## config.mk

```make
export PLATFORM = sky130hd
export DESIGN_NAME = piso_serializer
export DESIGN_NICKNAME = d
export VERILOG_FILES = /design/src/rtl/ser_pkg.sv /design/src/rtl/piso_hold_reg.sv /design/src/rtl/piso_serializer.sv
export SDC_FILE = /design/constraint.sdc
export NUM_CORES = 1
export LEC_CHECK = 0
export CAP_MARGIN = 20
export CORE_MARGIN = 10
export CORE_UTILIZATION = 54
export CTS_BUF_LIST = sky130_fd_sc_hd__clkbuf_4 sky130_fd_sc_hd__clkbuf_8
export CTS_CLUSTER_DIAMETER = 60
export DETAILED_ROUTE_END_ITERATION = 10
export PLACE_DENSITY = 0.9
export SLEW_MARGIN = 20
export SYNTH_ARGS = -nofsm -noshare
export SYNTH_HDL_FRONTEND = slang
export SYNTH_SLANG_ARGS = --single-unit
```

## constraint.sdc

```tcl
create_clock -name clk -period 1.55 [get_ports clk]
set_input_delay 0.465 -clock clk [delete_from_list [all_inputs] [get_ports clk]]
set_output_delay 0.465 -clock clk [all_outputs]
set_load 0.01 [all_outputs]
```

## src/rtl/ser_pkg.sv

```systemverilog
// ser_pkg: definitions shared by the serializer and the downstream
// serial-in shift register.
//   state_t       - serializer FSM states
//   DEFAULT_WIDTH - word width both stages agree on
//   cnt_width()   - bit-counter width for a given word width, max(1, clog2(w))
package ser_pkg;

  typedef enum logic {
    IDLE  = 1'b0,
    SHIFT = 1'b1
  } state_t;

  localparam int unsigned DEFAULT_WIDTH = 6;

  function automatic int unsigned cnt_width(input int unsigned w);
    return (w > 1) ? $clog2(w) : 1;
  endfunction

endpackage

```

## src/rtl/piso_hold_reg.sv

```systemverilog
// piso_hold_reg: one-entry buffer holding the next word while the current
// word is still shifting.
//   i_clk, i_rst_n - clock, asynchronous active-low reset
//   i_wr, i_wdata  - capture i_wdata and mark the buffer full
//   i_clr          - mark the buffer empty (word handed to the shifter)
//   o_data, o_full - buffered word and its full flag
module piso_hold_reg #(
  parameter int unsigned WIDTH = 6
) (
  input  logic             i_clk,
  input  logic             i_rst_n,
  input  logic             i_wr,
  input  logic [WIDTH-1:0] i_wdata,
  input  logic             i_clr,
  output logic [WIDTH-1:0] o_data,
  output logic             o_full
);

  logic [WIDTH-1:0] r_data;
  logic             r_full;

  // i_wr needs the buffer empty and i_clr needs it full, so they never coincide.
  always_ff @(posedge i_clk or negedge i_rst_n) begin
    if (!i_rst_n) begin
      r_data <= '0;
      r_full <= 1'b0;
    end else if (i_wr) begin
      r_data <= i_wdata;
      r_full <= 1'b1;
    end else if (i_clr) begin
      r_full <= 1'b0;
    end
  end

  assign o_data = r_data;
  assign o_full = r_full;

endmodule

```

## src/rtl/piso_serializer.sv

```systemverilog
// piso_serializer: parallel-in/serial-out stage with valid/ready load
// handshake and framing strobes; a hold buffer lets words stream gap-free.
//   clk, rst                  - clock, asynchronous active-low reset
//   pdata, load_valid         - parallel word offer
//   load_ready                - a word can be accepted this cycle
//   dout, dout_valid          - serial bit and its qualifier
//   frame_start, frame_done   - first / last bit of a word on dout
//   busy                      - shifting or hold buffer occupied
module piso_serializer
  import ser_pkg::*;
#(
  parameter int unsigned WIDTH      = DEFAULT_WIDTH,
  parameter bit          MSB_FIRST  = 1'b1,
  parameter bit          IDLE_LEVEL = 1'b0
) (
  input  logic             clk,
  input  logic             rst,
  input  logic [WIDTH-1:0] pdata,
  input  logic             load_valid,
  output logic             load_ready,
  output logic             dout,
  output logic             dout_valid,
  output logic             frame_start,
  output logic             frame_done,
  output logic             busy
);

  localparam int unsigned    CW       = cnt_width(WIDTH);
  localparam logic [CW-1:0]  LAST_CNT = CW'(WIDTH - 1);

  state_t           r_state, w_next_state;
  logic [WIDTH-1:0] r_shift;
  logic [WIDTH-1:0] w_shifted;
  logic [WIDTH-1:0] w_hold_data;
  logic [CW-1:0]    r_cnt;
  logic             w_hold_full;
  logic             w_xfer;
  logic             w_last;
  logic             w_hold_wr;
  logic             w_hold_clr;

  assign load_ready = rst & ~w_hold_full;
  assign w_xfer     = load_valid & load_ready;
  assign w_last     = (r_cnt == LAST_CNT);
  assign w_shifted  = MSB_FIRST ? {r_shift[WIDTH-2:0], 1'b0}
                                : {1'b0, r_shift[WIDTH-1:1]};
  // Only transfers before the last-bit edge go to the hold buffer; a transfer
  // on the last-bit edge (hold empty) loads the shifter directly.
  assign w_hold_wr  = w_xfer && (r_state == SHIFT) && !w_last;
  assign w_hold_clr = (r_state == SHIFT) && w_last && w_hold_full;
  assign busy       = (r_state == SHIFT) | w_hold_full;

  piso_hold_reg #(
    .WIDTH (WIDTH)
  ) u_hold (
    .i_clk   (clk),
    .i_rst_n (rst),
    .i_wr    (w_hold_wr),
    .i_wdata (pdata),
    .i_clr   (w_hold_clr),
    .o_data  (w_hold_data),
    .o_full  (w_hold_full)
  );

  always_ff @(posedge clk or negedge rst) begin
    if (!rst) r_state <= IDLE;
    else      r_state <= w_next_state;
  end

  always_comb begin
    w_next_state = r_state;
    dout         = IDLE_LEVEL;
    dout_valid   = 1'b0;
    frame_start  = 1'b0;
    frame_done   = 1'b0;
    case (r_state)
      IDLE: begin
        if (w_xfer) w_next_state = SHIFT;
      end
      SHIFT: begin
        dout        = MSB_FIRST ? r_shift[WIDTH-1] : r_shift[0];
        dout_valid  = 1'b1;
        frame_start = (r_cnt == '0);
        frame_done  = w_last;
        if (w_last && !w_hold_full && !w_xfer) w_next_state = IDLE;
      end
      default: w_next_state = IDLE;
    endcase
  end

  always_ff @(posedge clk or negedge rst) begin
    if (!rst) begin
      r_shift <= '0;
      r_cnt   <= '0;
    end else begin
      case (r_state)
        IDLE: begin
          if (w_xfer) begin
            r_shift <= pdata;
            r_cnt   <= '0;
          end
        end
        SHIFT: begin
          if (!w_last) begin
            r_shift <= w_shifted;
            r_cnt   <= r_cnt + 1'b1;
          end else if (w_hold_full) begin
            r_shift <= w_hold_data;
            r_cnt   <= '0;
          end else if (w_xfer) begin
            r_shift <= pdata;
            r_cnt   <= '0;
          end else begin
            r_shift <= '0;
            r_cnt   <= '0;
          end
        end
        default: begin
          r_shift <= '0;
          r_cnt   <= '0;
        end
      endcase
    end
  end

endmodule

```

# After elaboration in Yosys (flattened, before gate mapping)
# Index checks and enable logic that the tools add are counted.
totals:
  ff_bits: 17
  input_bits: 9
  out_inout_bits: 6
  word_cells: 41
op_classes:
  add_sub_neg: 1
  eq_ne: 2
  n_mux: 17
  bitwise_logic: 5
  reduce_logical: 11
ops:
  columns: ["op", "count"]
  rows:
  - ["6-bit two-way mux", 4]
  - ["6-bit case mux with 2 select lines", 1]
  - ["1-bit two-way mux", 8]
  - ["1-bit logical AND", 6]
  - ["3-bit two-way mux", 2]
  - ["3-bit case mux with 2 select lines", 1]
  - ["3-bit by 1-bit adder with 3-bit output (second input constant)", 1]
  - ["3-bit equality test (second input constant)", 1]
  - ["1-bit logical NOT", 3]
  - ["3-bit logical NOT", 1]
  - ["1-bit AND", 2]
  - ["2-bit inequality test (second input constant)", 1]
  - ["1-bit inverter", 2]
  - ["1-bit case mux with 2 select lines", 1]
  - ["2-bit nonzero test", 1]
  - ["1-bit OR", 1]

# Logic depth before layout (Yosys ltp)
depth:
  ltp_word: 7
  ltp_mapped: 5
  depth_no_buf: 3

# Hierarchy
# From an unflattened synthesis, not the netlist that was laid out.
unflattened:
  cells_unflattened: 91
  area_unflattened_um2: 959.7
by_module_without_submodules:
  columns: ["mod", "instances", "cells_each", "area_each_um2", "seq_area_each_um2"]
  rows:
  - ["piso_serializer", 1, 75, 670.6, 250.2]
  - ["piso_hold_reg", 1, 16, 289.0, 175.2]

# Worst setup path before layout
# OpenSTA, ideal clock, no wires.
synth_path:
  kind: "register to output"
  start: "reg r_state"
  end: "out busy"
  arrival_time_ps: 1040
  required_time_ps: 1085
  setup_slack_ps: 45
  path_stages_with_launch: 4
  n_path_buf: 2
  cell_sequence: "dfrtp_1 buf_2 buf_2 or2_2"
synth_between:
  elab_chain_len: 1
synth_rtl:
  columns: ["item", "line", "source"]
  rows:
  - ["start, declared", "piso_serializer.sv:31", "state_t r_state, w_next_state;"]
  - ["start signal, assigned", "piso_serializer.sv:67", "else r_state <= w_next_state;"]
  - ["1-bit OR", "piso_serializer.sv:51", "assign busy = (r_state == SHIFT) | w_hold_full;"]
  - ["end, declared", "piso_serializer.sv:25", "output logic busy"]
# No other way between the ends.

# Worst setup path after layout
layout_path:
  start: "reg r_state"
  end: "out frame_done"
layout_between:
  elab_chain_len: 1
layout_rtl:
  columns: ["item", "line", "source"]
  rows:
  - ["1-bit two-way mux", "piso_serializer.sv:76", "case (r_state)"]
  - ["end, declared", "piso_serializer.sv:24", "output logic frame_done,"]
# No other way between the ends.

==> flow_summary_export.csv <==
group,metric,value,unit
run_status,status,"finished with violations",
run_status,violations,"negative setup slack",
cts,cts.sinks,17,
hold_path,hold_path_class,"in2async",
place,dpl-instance-area,1180,sq um
worst_setup_path,cp_max_fo,4,
floorplanning,die_h,61.3,um
cts,clk_pin_slew_worst_paths,0.10,ns
cts,ctsRootBufferMaster,"clkbuf_4",
worst_setup_path,cp.arrival,1.20,ns
cts,tritoncts,"yes",
finish,layout_commonest_cell,"buf_4",
sta,hold_viol,0,
route,routed_wirelength,2.48,mm
finish,final_cell_mix,"buf_4, dfrtp_1, nand2_1",
route,routedWlPerCell,17.7,um
logic_synthesis,ys.flop_type,"dfrtp_1",
power,vdd_ir_drop_max,0.00105,V
power,p_leak,0.606,nW
logic_synthesis,ys_seq_elements,17,
logic_synthesis,yosysWarnings,0,
sta,finalSetupViolations,3,
floorplanning,start_util,59.0,%
logic_synthesis,netlist_instances,87,
worst_setup_path,start_kind,"flip-flop",
finish,postLayoutCellArea,1260,sq um
grt,grt_max_degree,17,
finish,drive_gt1_share,36.3,%
route,firstDrtPassIters,4,
floorplanning,io_pins,15,
floorplanning,dieArea,3750,sq um
worst_setup_path,cp.required,1.08,ns
sta,maxSlewViolCount,0,
logic_synthesis,syn_nets,96,
logic_synthesis,synthesis.area,920,sq um
sta,finClkSkew,0.00166,ns
route,drc,0,
finish,fin_cells,140,
worst_setup_path,cp_slowest_cell,"dfrtp_1",
grt,first_global_vias,884,
floorplanning,core,1560,sq um
grt,grtUsageTotal,14.7,%
sta,rsz0062_at_grt,"true",
sta,fin_hold_ws,0.334,ns
sta,fin_ws,-0.120,ns
flow_run,max-cap-violations,0,
floorplanning,die_x,61.3,um
worst_setup_path,path_cells,"buf_6 -> nand4b_1 -> inv_1 -> buf_2",
grt,antenna_found_initial,0,
cts,h-tree-depth,1,
place,hpwl,1.70,mm
finish,diodes,0,
logic_synthesis,synth_cell_types,32,
route,vias,852,
route,met1_length,1.00,mm
logic_synthesis,async_flop_share,100,%
sta,min_period,1.67,ns
place,port_buffers,14,
place,dp.cells,128,
finish,area_delta_synth_final,37.1,%
cts,insertion_delay,0.29,ns
finish,nets,134,
sta,post-route-period-util,108,%
route,met2WireLength,1.21,mm
logic_synthesis,synth_seq_area_share,46.3,%
worst_setup_path,reg2reg_depth,4,
grt,grt_overflow_total,0,
sta,max-slew-margin-rel,82.0,%
floorplanning,num_rows,14,
power,powerDensity,1730,nW/um^2
worst_setup_path,endpoint_kind,"primary output",
finish,final_core_util,80.9,%
sta,worst_pin_slew,0.270,ns
sta,fmaxAchievable,0.599,GHz
logic_synthesis,synth-edff-count,0,
worst_setup_path,cp_slowest_stage_delay,0.40,ns
route,first_iter_violations,34,
cts,ctsHoldBuffers,0,
route,maxUsedRoutingLayer,"met4",
cts,clockBufferDepth,2,
grt,grt_pass1_wl,4.06,mm
cts,numCtsBuffers,3,
route,wl_met3,216,um
place,globalplace.congestion,0.833,
worst_setup_path,crit_type,"reg2out",
logic_synthesis,syn_area_per_cell,10.6,sq um
route,post_drt_via_cell_ratio,6.09,
route,drtAntennaViolNets,0,
finish,n_fill_cell,86,
[cell type report]
| class | count | area (sq um) | area share [%] |
|---|---|---|---|
| timing repair buffer | 39 | 319 | 25.3 |
| inverter | 2 | 7.51 | 0.595 |
| multi-input combinational | 62 | 462 | 36.6 |
| tap | 16 | 20.0 | 1.59 |
| clock inverter | 1 | 5.00 | 0.397 |
| sequential | 17 | 425 | 33.7 |
| clock buffer | 3 | 22.5 | 1.79 |
[per-layer routing]
layer | global-route usage [%] | up-vias
li1 | - | 398
met1 | 16.8 | 406
met2 | 22.9 | 42
met3 | 6.79 | 6
met4 | 6.51 | 0
met5 | 0 | -
[Yosys cell counts (2+ instances only)]
library cell	count	area [sq um]
a21oi_1	6	30.0
buf_2	3	15.0
dfrtp_1	17	425
inv_1	2	7.51
mux2_2	5	56.3
mux2i_1	2	20.0
nand2_1	10	37.5
nand2b_1	4	25.0
nand3_1	2	10.0
nand3b_1	2	15.0
nand4b_1	6	52.6
nor2_1	2	7.51
o22a_1	4	35.0
o311a_1	4	40.0
[worst max-delay path, delay by kind of cell, from the launching register on]
kind | cells | cell delay, ns
simple gates | 1 | 0.17
buf+inv | 3 | 0.34
flops | 1 | 0.40
[flip-flops by register name, indices dropped and copies added, names as in the netlist]
signal / flops
r_shift: 6
u_hold.o_data: 6
r_cnt: 3
r_state: 1
u_hold.o_full: 1
[logic make-up after synthesis]
logic type / share of synthesized area [%]
muxes: 9.93
AOI/OAI and AO/OA: 17.3
and+or+nand+nor: 22.3
DFF: 46.3
buffers and inverters: 4.22
[power by group]
group	total [mW]	internal, mW	leakage (nW)	switching, mW
Sequential	0.769	0.635	0.209	0.134
Clock	0.238	0.0962	0.0177	0.141
Combinational	1.17	0.664	0.379	0.506
Total	2.18	1.40	0.606	0.782
[through the flow]
step                worst slack (ns)  setup TNS [ns]  total power [mW]
floorplan                     0.0452               0              1.41
global placement              -0.568           -7.62              1.78
detailed placement            -0.584           -8.03              1.85
CTS                          -0.0927          -0.271              2.15
global route                  -0.201          -0.541              2.32
finish                        -0.120          -0.239              2.18
[worst paths after layout]
check	end	slack (ns)	from
min in group clk	r_shift[5]	0.51	r_shift[5]
worst min-delay path	u_hold.o_data[5]	0.33	rst
worst max register to register	r_shift[4]	0.01	u_hold.o_full
worst min register to register	r_shift[5]	0.51	r_shift[5]
max in group asynchronous	r_shift[4]	0.87	rst
worst max-delay path	frame_done	-0.12	r_state
[repair_timing]
action | CTS | global route
cloned | 0 | 0
buffers inserted | 8 | 1
pin swaps | 2 | 1
gates resized for setup | 32 | 2
setup endpoints to repair | 20 | 7
endpoints found under the hold margin | 0 | 0
(Power assumes the default switching activity.)
